==> src/rtl/cordic_arbiter.sv <==
// Round-robin arbiter that time-shares one CORDIC core among NUM_REQ requesters.
// It allows one operation in flight, aborts with a timeout result if the core hangs, and counts timeouts.
module cordic_arbiter #(
  parameter int                NUM_REQ     = 4,
  parameter int                WIDTH       = 16,
  parameter int                ANGLE_WIDTH = 32,
  parameter int                TIMEOUT     = 64,
  parameter logic [WIDTH-1:0]  CORDIC_GAIN = 16'h26DD,
  localparam int               ID_W        = (NUM_REQ > 1) ? $clog2(NUM_REQ) : 1
) (
  input  logic                             clock,
  input  logic                             reset,
  input  logic [NUM_REQ-1:0]               req_valid,
  output logic [NUM_REQ-1:0]               req_ready,
  input  logic [NUM_REQ*ANGLE_WIDTH-1:0]   req_angle,
  output logic                             rsp_valid,
  input  logic                             rsp_ready,
  output logic [ID_W-1:0]                  rsp_id,
  output logic signed [WIDTH-1:0]          rsp_cosine,
  output logic signed [WIDTH-1:0]          rsp_sine,
  output logic                             rsp_timeout,
  output logic                             core_start,
  output logic signed [WIDTH-1:0]          core_x_start,
  output logic signed [WIDTH-1:0]          core_y_start,
  output logic signed [ANGLE_WIDTH-1:0]    core_angle,
  input  logic signed [WIDTH-1:0]          core_cosine,
  input  logic signed [WIDTH-1:0]          core_sine,
  input  logic                             core_done,
  output logic                             busy,
  output logic [7:0]                       err_count
);

  typedef enum logic [1:0] {IDLE, START, WAIT, RESP} state_t;

  state_t                  state;
  state_t                  state_nx;
  logic                    run_q;
  logic [ID_W-1:0]         last_grant;
  logic [ID_W-1:0]         grant_id;
  logic [ID_W-1:0]         cand;
  logic [NUM_REQ-1:0]      grant;
  logic                    grant_any;
  logic [ANGLE_WIDTH-1:0]  angle_sel;
  logic [ANGLE_WIDTH-1:0]  angle_q;
  logic [15:0]             wait_cnt;
  logic                    accept;
  logic                    timeout_hit;

  // Search order starts just after the last owner, so last_grant itself is checked last.
  always_comb begin
    grant     = '0;
    grant_id  = '0;
    grant_any = 1'b0;
    cand      = '0;
    for (int unsigned k = 1; k <= NUM_REQ; k++) begin
      cand = ID_W'((32'(last_grant) + k) % unsigned'(NUM_REQ));
      if (!grant_any && req_valid[cand]) begin
        grant[cand] = 1'b1;
        grant_id    = cand;
        grant_any   = 1'b1;
      end
    end
  end

  always_comb begin
    angle_sel = '0;
    for (int unsigned i = 0; i < NUM_REQ; i++) begin
      if (grant_id == ID_W'(i)) angle_sel = req_angle[i*ANGLE_WIDTH +: ANGLE_WIDTH];
    end
  end

  // run_q holds off grants and the x seed until the first clock after reset release.
  assign accept      = (state == IDLE) && run_q && grant_any;
  assign timeout_hit = (state == WAIT) && !core_done && (wait_cnt == 16'(TIMEOUT - 1));

  always_ff @(posedge clock or negedge reset) begin
    if (!reset) state <= IDLE;
    else        state <= state_nx;
  end

  always_comb begin
    state_nx   = state;
    req_ready  = '0;
    core_start = 1'b0;
    rsp_valid  = 1'b0;
    busy       = (state != IDLE);
    case (state)
      IDLE: begin
        if (run_q) req_ready = grant;
        if (accept) state_nx = START;
      end
      START: begin
        core_start = 1'b1;
        state_nx   = WAIT;
      end
      WAIT: begin
        if (core_done || timeout_hit) state_nx = RESP;
      end
      RESP: begin
        rsp_valid = 1'b1;
        if (rsp_ready) state_nx = IDLE;
      end
      default: state_nx = IDLE;
    endcase
  end

  assign core_angle   = ((state == START) || (state == WAIT)) ? angle_q : '0;
  assign core_x_start = run_q ? CORDIC_GAIN : '0;
  assign core_y_start = '0;

  always_ff @(posedge clock or negedge reset) begin
    if (!reset) begin
      run_q       <= 1'b0;
      last_grant  <= ID_W'(NUM_REQ - 1);
      angle_q     <= '0;
      rsp_id      <= '0;
      wait_cnt    <= '0;
      rsp_cosine  <= '0;
      rsp_sine    <= '0;
      rsp_timeout <= 1'b0;
      err_count   <= '0;
    end else begin
      run_q <= 1'b1;
      if (accept) begin
        angle_q <= angle_sel;
        rsp_id  <= grant_id;
      end
      if (state == START)     wait_cnt <= '0;
      else if (state == WAIT) wait_cnt <= wait_cnt + 16'd1;
      // A done on the timeout cycle wins, so the done branch is checked first.
      if (state == WAIT) begin
        if (core_done) begin
          rsp_cosine  <= core_cosine;
          rsp_sine    <= core_sine;
          rsp_timeout <= 1'b0;
        end else if (timeout_hit) begin
          rsp_cosine  <= '0;
          rsp_sine    <= '0;
          rsp_timeout <= 1'b1;
          if (err_count != 8'hFF) err_count <= err_count + 8'd1;
        end
      end
      if ((state == RESP) && rsp_ready) last_grant <= rsp_id;
    end
  end

endmodule
==> config.mk <==
export PLATFORM = sky130hd
export DESIGN_NAME = cordic_arbiter
export DESIGN_NICKNAME = d
export VERILOG_FILES = /design/src/rtl/cordic_arbiter.sv
export SDC_FILE = /design/constraint.sdc
export NUM_CORES = 1
export LEC_CHECK = 0
export CORE_ASPECT_RATIO = 1.25
export CORE_MARGIN = 8
export CORE_UTILIZATION = 45
export CTS_BUF_LIST = sky130_fd_sc_hd__clkbuf_8
export CTS_CLUSTER_DIAMETER = 60
export CTS_CLUSTER_SIZE = 28
export DETAILED_ROUTE_END_ITERATION = 6
export PLACE_DENSITY = 0.85
export SLEW_MARGIN = 25
export SYNTH_ARGS = -nofsm -noshare
export SYNTH_HDL_FRONTEND = slang
export SYNTH_SLANG_ARGS = --single-unit
==> constraint.sdc <==
create_clock -name clock -period 5.3 [get_ports clock]
set_clock_uncertainty 0.05 [all_clocks]
set_input_delay 0.795 -clock clock [delete_from_list [all_inputs] [get_ports clock]]
set_output_delay 0.795 -clock clock [all_outputs]
set_load 0.01 [all_outputs]
# After elaboration in Yosys (flattened, before gate mapping)
# Index checks and enable logic that the tools add are counted.
[op_classes]
add_sub_neg = 6
muxes = 49
bitwise = 4
n_eq_ne = 11
n_reduce_logical = 26
n_lt_le_gt_ge = 8
[op_table]
columns = ["op", "n"]
rows = [
  ["32-bit two-way mux", 5],
  ["16-bit two-way mux", 5],
  ["4-bit two-way mux", 6],
  ["16-bit by 1-bit adder with 16-bit output (second input constant)", 1],
  ["16-bit by 6-bit equality test with 1-bit output (second input constant)", 1],
  ["1-bit two-way mux", 16],
  ["14-bit two-way mux", 1],
  ["2-bit two-way mux", 7],
  ["1-bit logical AND", 12],
  ["2-bit by 3-bit < comparator with 1-bit output (second input constant)", 4],
  ["4-bit OR", 3],
  ["8-bit by 1-bit adder with 8-bit output (second input constant)", 1],
  ["1-bit binary-select mux with 2-bit select", 4],
  ["1-bit demux with 2-bit select", 4],
  ["2-bit equality test (second input constant)", 4],
  ["2-bit by 1-bit >= comparator with 1-bit output (second input constant)", 4],
  ["8-bit inequality test (second input constant)", 1],
  ["2-bit one-hot mux with 4 select lines", 1],
  ["2-bit inequality test (second input constant)", 3],
  ["2-bit nonzero test", 3],
  ["2-bit by 1-bit adder with 2-bit output (second input constant)", 2],
  ["2-bit adder (second input constant)", 2],
  ["2-bit by 1-bit equality test with 1-bit output (second input constant)", 2],
  ["1-bit logical NOT", 4],
  ["6 further kinds", 8],
]
[totals]
reg_bits = 96
word_cells = 114
input_bits = 168
out_inout_bits = 114

# Longest topological paths before layout
# Gate-level depths: netlist of run 1.
[logic_depth]
depth_word = 18
depth_mapped = 12
mapped_depth_nobuf = 8

# Worst setup path after synthesis of run 1
# OpenSTA, ideal clock, no wires.
[synth_path]
path_kind = "register to output"
from = "register last_grant[0]"
to = "output port req_ready[0]"
stages_incl_launch_ff = 10
t_arrival_ps = 2618
setup_slack_ps = 1837
path_buffers = 2
t_required_ps = 4455
path_cell_list = "dfstp_2 > buf_6 > buf_2 > inv_1 > ha_1 > mux4_2 > nor2b_1 > and2_1 > a221oi_1 > nor2_1"
[synth_between]
elab_chain_len = 15
elab_cells_between_ends = 50
classes_between = "add/sub (4); order compare (8); mux (25); bitwise (3); reduce/logical (10)"
[synth_rtl]
columns = ["item", "line", "rtl"]
rows = [
  ["start: declaration", "38", "logic [ID_W-1:0] last_grant;"],
  ["start signal: assignment", "114", "last_grant <= ID_W'(NUM_REQ - 1);"],
  ["start signal: assignment", "143", "if ((state == RESP) && rsp_ready) last_grant <= rsp_id;"],
  ["branches (longest 12 deep; another with 2-bit by 3-bit < comparator with 1-bit output)", "n/a", ""],
  ["4-bit two-way mux (*)", "57", "if (!grant_any && req_valid[cand]) begin"],
  ["4-bit two-way mux (*)", "89", "if (run_q) req_ready = grant;"],
  ["4-bit two-way mux (*)", "87", "case (state)"],
  ["end: declaration", "14", "output logic [NUM_REQ-1:0] req_ready,"],
]
# Every way passes the cells marked *. The select of a mux whose other input is x is not followed.

# Worst setup path in the final report of run 1
[layout_path]
from = "register last_grant[0]"
to = "output port req_ready[1]"
# Same word-level chain as after synthesis.

==> results of run 1 <==
-- report_power, final --
group          switching [mW]  internal, mW  leakage [nW]
sequential              0.177          1.01          1.22
combinational            1.56          1.50          2.68
clock                   0.295         0.197         0.102
total                    2.04          2.70          4.00
-- state kept, by name (all words and copies together), names as in the netlist --
name,cells
rsp_cosine,16
rsp_sine,16
last_grant,2
rsp_id,2
rsp_timeout,1
run_q,1
err_count,8
angle_q,32
wait_cnt,16
state,2
-- cell usage in the layout (no fill, tap or decap), types with 3 or more instances in the layout --
master	instances
sky130_fd_sc_hd__and4_1	3
sky130_fd_sc_hd__mux4_2	4
sky130_fd_sc_hd__xnor2_1	5
sky130_fd_sc_hd__nor2b_1	4
sky130_fd_sc_hd__buf_4	12
sky130_fd_sc_hd__and2_1	39
sky130_fd_sc_hd__a211oi_1	60
sky130_fd_sc_hd__a21oi_1	3
sky130_fd_sc_hd__inv_1	63
sky130_fd_sc_hd__a221oi_1	4
sky130_fd_sc_hd__clkdlybuf4s50_1	257
sky130_fd_sc_hd__a22oi_1	4
sky130_fd_sc_hd__nand2_1	42
sky130_fd_sc_hd__nand3_1	6
sky130_fd_sc_hd__xor2_1	15
sky130_fd_sc_hd__mux2_1	5
sky130_fd_sc_hd__and3_1	3
sky130_fd_sc_hd__nand4_1	8
sky130_fd_sc_hd__dfrtp_1	94
sky130_fd_sc_hd__nor2_1	25
sky130_fd_sc_hd__a22o_1	32
sky130_fd_sc_hd__nand2b_1	3
sky130_fd_sc_hd__nor3_1	3
sky130_fd_sc_hd__conb_1	24
sky130_fd_sc_hd__ha_1	15
sky130_fd_sc_hd__clkbuf_8	10
sky130_fd_sc_hd__o21ai_0	5
sky130_fd_sc_hd__mux2i_1	60
sky130_fd_sc_hd__mux2_2	4
sky130_fd_sc_hd__o211ai_1	26
sky130_fd_sc_hd__o32a_1	3
sky130_fd_sc_hd__o221a_2	4
sky130_fd_sc_hd__inv_6	3
-- worst max-delay path: stages (launching register included) --
cell,delay (ns)
sky130_fd_sc_hd__dfstp_2,0.81
sky130_fd_sc_hd__inv_1,0.22
sky130_fd_sc_hd__ha_1,0.45
sky130_fd_sc_hd__mux4_2,0.61
sky130_fd_sc_hd__nor2b_1,0.35
sky130_fd_sc_hd__and2_1,0.27
sky130_fd_sc_hd__a221oi_1,0.11
sky130_fd_sc_hd__nor2_1,0.10
sky130_fd_sc_hd__clkdlybuf4s50_1,0.55
-- cell families after synthesis --
family | count (synthesis)
compound gates | 155
buf+inv | 147
simple gates | 145
flops | 96
mux | 73
xor+xnor | 20
fa+ha+maj | 15
other cells | 2
-- per-layer routing --
layer  up-vias  global-route usage (%)  routed length (microns)
li1       2695                       -                        -
met1      2659                    23.9                     7660
met4         0                    9.04                      533
met5         -                       0                        0
met3        27                    7.47                     1910
met2       243                    36.1                     9760
-- worst max path at each step --
stage / to / from
floorplan: req_ready[0] / last_grant[0]$_DFFE_PN1P_
global placement: req_ready[2] / last_grant[0]$_DFFE_PN1P_
detailed placement: req_ready[1] / last_grant[0]$_DFFE_PN1P_
global route: req_ready[3] / last_grant[0]$_DFFE_PN1P_
CTS: req_ready[1] / last_grant[0]$_DFFE_PN1P_
finish: req_ready[1] / last_grant[0]$_DFFE_PN1P_
-- per-stage QoR --
stage	util [%]	cell area, sq um
6_report	65.7	9040
5_1_grt	65.7	9040
4_1_cts	65.7	9040
3_5_place_dp	64.3	8840
3_3_place_gp	64.3	8840
2_1_floorplan	-	6410
-- cell type report --
cell class              count  area share (%)
flip-flops and latches     96            26.6
inverters                  65            2.70
clock buffers              10            1.52
repair buffers            271            29.9
well taps                 175            2.42
clock inverters             6           0.637
multi-input cells         432            36.2
==> results list, run 1 <==
* Final critical-path setup slack: roughly 0.60 ns
- Total wire length: slightly below 20 mm
- The initialized floorplan defines 48 standard-cell rows.
- After synthesis the cells add up to 6330 sq um.
- Summed over all cells, the static leakage comes to about 4 nW.
* Final hold viol count: 0
* Buffer levels on the longest clock path: 2
- In this run the worst path has a maximum fanout of 18.
- CTS Root Cell: sky130_fd_sc_hd__clkbuf_8
- For this run, the leading register cell type out of synthesis is sky130_fd_sc_hd__dfrtp_1.
- Hpwl dp: roughly 16 mm
* Post-Synthesis Cells: 653
- Number of max-slew violations in the final report: 0
* Achievable Freq: approximately 210 MHz
- Entering global routing, the biggest net connects 66 pins.
- The repair_antennas step left the layout with diodes totalling 0.
* I/O pin count: between 200 and 300
- Placed instance count: between 1k and 1.5k
- Reg2reg start: last_grant[0]$_DFFE_PN1P_
- Overall power consumption after layout is estimated at between 4 and 5 mW.
- In this run the tool buffered the top-level ports with around 260 buffer cells.
- In the routed layout, each cell is associated on average with a via count of between 5 and 6.
- Routed WL per cell: roughly 19 microns
- Clock latency on the worst-skew pair, taken at its later pin, is about 0.37 ns.
- Largest cells by area after synthesis: sky130_fd_sc_hd__dfrtp_1, sky130_fd_sc_hd__mux2i_1, sky130_fd_sc_hd__a211oi_1
- Reg2Reg Capture Point: angle_q[0]$_DFFE_PN0P_
- Overall fraction of global-route tracks in use: between 20% and 30%
- Setup violators final: 0
* Sum Neg Setup Slack: 0 ns
- After Yosys synthesis, XOR and XNOR cells account for under 10% of the synthesized area.
* Cell accounting for the most synthesized area: sky130_fd_sc_hd__dfrtp_1
* Class of the tightest hold or removal check: in2async
- The most common cell in the synthesized netlist is sky130_fd_sc_hd__dfrtp_1.
- Once layout is complete, the cells apart from fillers number 1055.
* Crit path required time: between 4 and 5 ns
- Crit end category: output port
- The via count of the first global-routing pass is 5835.
* Setup crit start kind: register
* Final critical delay including setup and external delays: 4.70 ns
* CTS resizes: 0
* Number of cells on the worst reg-to-reg path: 9
* Routability congestion estimate: approximately 0.86
- Starting density of the core: 46.0%
* Number of flops mapped to enable cells by yosys: 0
- In the final design database the tool counted approximately 1.1k nets.
* Max capacitance violation total: 0
- Number of clock buffers inserted by TritonCTS: 9
- Clock-pin slew was measured on the worst setup and hold paths at about 0.11 ns.
- The number of antenna violations at the first check in global routing was 0.
- Relative to the synthesized area, the layout overhead comes to 42.9%.
- Setup repair after global routing left no endpoint under its margin.
- Arithmetic-cell share of the synthesized area counting full adders, half adders and majority gates: 2.97%
- Residual DRC: 0
- First-pass GRT wire length: around 30 mm
- Share of cells above drive strength 1: under 10%
- Core footprint: ~14000 sq um
* Fraction of registers with async set/reset: between 90% and 100%
* Tightest hold margin: about 0.38 ns
* Count of H-tree levels built during CTS: 3
- Summing the areas of all compound-gate instances in the mapped netlist gives 19.6% of the synthesized area.
- The netlist uses 57 different library cells.
- In this run the register-to-register setup slack is 1.16 ns.
- Post-DRT Antenna Nets: 0
- The run finished with clean final reports.
* Post-CTS Repair Setup Buffers: 0
* Number of register bits inferred by synthesis: 96
* Number of hold buffers added after cts: 0
- Registers take ~2400 sq um.
- Summed over its instances, the top area cell type makes up 37.2% of the synthesized netlist area.
* Dominant combinational cell family by area after synthesis: compound AO/OA/AOI/OAI gates
- For this run, the number of Yosys warnings is 0.
- Power spread over the standard cell area amounts to 524 nW/um^2.
* Peak supply drop: around 0.28 mV
- Arrival @ worst endpoint: between 3 and 4 ns
- Synth cell count leaders: sky130_fd_sc_hd__dfrtp_1, sky130_fd_sc_hd__inv_1, sky130_fd_sc_hd__a211oi_1, sky130_fd_sc_hd__mux2i_1, sky130_fd_sc_hd__nand2_1
* Remaining global-route overflow: 0
- In this run the tightest slew margin relative to its limit is around two fifths.
- Critical setup path kind: reg2out
- The floorplan step defined a die boundary enclosing 18100 sq um.
- Measured along the x axis, the die boundary spans approximately 120 microns.
- Slew of the pin with the lowest slew margin: just under 0.9 ns
* Total number of clock tree sinks: 96
- Across all layers, the routed design uses 5624 vias.
* Area of the multi-input gates: between 3000 and 4000 sq um
* Post-synthesis mux area share: roughly 13%
- Clock tree from TritonCTS: done
- Synth Area in Simple Gates: 11.7%
- Sequential element share of the synthesized area: between 30% and 40%
* Initial DRT Pass Iterations: 4
- Overall die height: ~150 microns
- Filler cells: 1124
- The detailed router finished its first iteration with 364 violations.
* Post-route fraction of the period consumed by the critical path: between 80% and 90%
* Post-Place Setup Slack: 1.04 ns
- A synthesized cell averages 9.69 sq um.
No activity file was read; power rests on OpenSTA's default activity.
==> run 2, diff against run 1 <==
ABC_CLOCK_PERIOD_IN_PS = 5300   (was default)
CORE_ASPECT_RATIO = 1.1   (was 1.25)
==> results list, run 2 (same netlist as run 1, synthesis figures left out) <==
- Area of the multi-input gates: 3280 sq um (about the same)
- Initial DRT Pass Iterations: 6 (+2)
- Number of buffer cells added on primary ports: 258 (unchanged)
- Post-DRT Antenna Nets: 0 (unchanged)
- The maximum fanout along the worst path is 18 (unchanged).
- Setup violators final: 0 (unchanged)
- The tree is rooted in a sky130_fd_sc_hd__clkbuf_8.
- The number of buffers inserted by post-CTS setup repair came to 0 (unchanged).
- Total power: 4.79 mW (+1.2%)
- TritonCTS built the clock tree.
- Compared with the post-synthesis result, the final layout area differs by 43.6%.
* Post-route fraction of the period consumed by the critical path: 88.1% (-0.64 points)
* Fin util: 65.9% (+0.13 points)
- The switching part of the total power was 42.5% (-0.47 points).
- The number of antenna violations at the first check in global routing was 0 (unchanged).
- The vertical extent of the die came to 140 microns (-5.5%).
- Achievable Freq: 214 MHz (+0.73%)
- The arrival time at the worst endpoint is 3.82 ns (-0.04 ns).
- The library cells used most frequently in the layout, excluding fill and tap cells, are sky130_fd_sc_hd__clkdlybuf4s50_1, sky130_fd_sc_hd__dfrtp_1, sky130_fd_sc_hd__inv_1.
- The final critical delay including setup and external delays came to 4.67 ns (-0.0341 ns).
- First-pass GRT wire length: 30.4 mm (about the same)
* CTS resizes: 0 (unchanged)
- Total number of vias: 5649 (+0.44%)
- Placed inst area: 8870 sq um (+0.30%)
- The leakage power is 4.01 nW (about the same).
- The number of cells in the finished layout apart from fillers came to 1068 (+1.2%).
- The total CTS buffers was 9 (unchanged).
* Drt via density: 5.29 (-0.78%)
* Sum Neg Setup Slack: 0 ns (unchanged)
* Total number of clock tree sinks: 96 (unchanged)
* Critical setup path kind: reg2out
* Count of H-tree levels built during CTS: 3 (unchanged)
- Routed WL per cell: 18.4 microns (-2.1%)
- STA classifies the critical path endpoint as an output port.
* Areal power density over the cells: 528 nW/um^2 (+0.70%)
- Remaining global-route overflow: 0 (unchanged)
* Filler cells: 1111 (-1.2%)
* Final hold viol count: 0 (unchanged)
- Post-Place Setup Slack: 1.04 ns (-0.00403 ns)
- Psw: 2.04 mW (about the same)
* Antenna cells: 0 (unchanged)
* Cell row count: 45 (-6.3%)
- Cell area after layout: 9080 sq um (+0.50%)
- The via count of the first global-routing pass was 5674 (-2.8%).
* Clock insertion delay at the later pin of the skew report: 0.36 ns (about the same)
* Total Nets Final: 1058 (unchanged)
* Die Outline Area: 18100 sq um (-0.10%)
- Residual DRC: 0 (unchanged)
- Slew of the pin with the lowest slew margin: 0.860 ns (-0.0113 ns)
- The worst max-slew margin expressed relative to the limit is 42.7% (+0.97 points).
- FF+latch area: 2400 sq um (unchanged)
- The post-cts hold buffer count was 0 (unchanged).
- Placed instance count: 1052 (+1.3%)
- Total wire length: 19.7 mm (-0.90%)
- RSZ-0062 raised after global routing: false
* Crit path required time: 4.45 ns (about the same)
* Number of max-slew violations in the final report: 0 (unchanged)
- The register with the most flip-flops in the final layout is angle_q.
- The final-layout worst hold slack was 0.387 ns (+0.00660 ns).
* Cell-internal power: 2.75 mW (+2.0%)
- Core footprint: 13800 sq um (+0.30%)
- Class of the tightest hold or removal check: in2async
- Reg clk slew, reported paths: 0.10 ns (about the same)
- Pin count of the biggest net entering global routing: 66 (unchanged)
* Width of the chip: 129 microns (+5.7%)
* Drt first-iter violations: 327 (-10%)
* Starting density of the core: 45.9% (-0.14 points)
* Setup crit start kind: register
- The number of flip-flops under the largest register name was 32 (unchanged).
* Peak supply drop: 0.286 mV (+2.6%)
- The combinational cell fraction of total power is 64.6% (about the same).
- The share of total power in the clock network came to 10.8% (+0.4 points).
- The proportion of layout cells with a drive suffix above 1 came to 6.59% (+0.11 points).
* Leading cell type in the layout, fill and taps excluded: sky130_fd_sc_hd__clkdlybuf4s50_1
* Final critical-path setup slack: 0.632 ns (+0.0341 ns)
- The number of buffers between clock root and the deepest sink came to 2 (unchanged).
- The count of maximum capacitance violations came to 0 (unchanged).
- The detailed placer's ending HPWL came to 15.1 mm (-3.0%).
* Outcome: finished, final reports clean
* I/O pin count: 282 (unchanged)
* Fraction of power consumed by sequential logic: 24.6% (-0.4 points)
* Overall fraction of global-route tracks in use: 21.2% (-0.18 points)
* Routability congestion estimate: 0.872 (+1.2%)
-- run 2: path summary, 6_finish.rpt --
path                                      startpoint                   endpoint  slack, ns  cells past startpoint
setup / recovery           last_grant[0]$_DFFE_PN1P_               req_ready[2]       0.63                      8
hold / removal                                 reset    wait_cnt[9]$_DFFE_PN0N_       0.39                      1
setup reg to reg           last_grant[0]$_DFFE_PN1P_     angle_q[0]$_DFFE_PN0P_       1.10                      9
hold reg to reg             err_count[6]$_DFFE_PN0P_   err_count[6]$_DFFE_PN0P_       0.46                      1
max in group asynchronous                      reset  rsp_cosine[1]$_DFFE_PN0P_       3.73                      2
min in group clock          err_count[6]$_DFFE_PN0P_   err_count[6]$_DFFE_PN0P_       0.46                      1
-- run 2: worst max-delay path, cell delays in order (launching register included) --
cell and delay [ns]:
sky130_fd_sc_hd__dfstp_2 0.80, sky130_fd_sc_hd__inv_1 0.22, sky130_fd_sc_hd__ha_1 0.47, sky130_fd_sc_hd__mux4_2 0.61, sky130_fd_sc_hd__nor2b_1 0.35, sky130_fd_sc_hd__and2_1 0.26, sky130_fd_sc_hd__a221oi_1 0.10, sky130_fd_sc_hd__nor2_1 0.10
sky130_fd_sc_hd__clkdlybuf4s50_1 0.55
-- run 2: per-layer routing --
layer | track usage, % | up-vias | wire length (microns) | part of all wire, %
li1 | - | 2694 | - | -
met1 | 25.2 | 2678 | 7860 | 40
met2 | 35.2 | 246 | 9460 | 48
met3 | 7.18 | 31 | 1920 | 9.8
met4 | 6.75 | 0 | 438 | 2.2
met5 | 0 | - | 0 | 0
-- run 2: area by class of cell --
class                   count  area share (%)
flip-flops and latches     96            26.5
clock inverters             6           0.840
inverters                  65            2.69
multi-input cells         432            36.1
clock buffers              10            1.51
repair buffers            271            29.8
well taps                 188            2.59
-- run 2: power groups by stage --
| stage | Combinational, mW | Sequential (mW) | Clock, mW |
|---|---|---|---|
| after detailed placement | 3.11 | 1.19 | 0 |
| final | 3.09 | 1.18 | 0.520 |
| after global routing | 3.33 | 1.21 | 0.566 |
| after CTS | 3.12 | 1.18 | 0.537 |
| after floorplan | 2.02 | 1.20 | 0 |
| after global placement | 3.03 | 1.18 | 0 |
==> run 3, diff against run 2 <==
CAP_MARGIN = 10   (was default)
SETUP_SLACK_MARGIN = 0.2   (was default)
==> results of run 3 <==
Same layout as run 2: the final DEF is identical, and so are final timing and power.
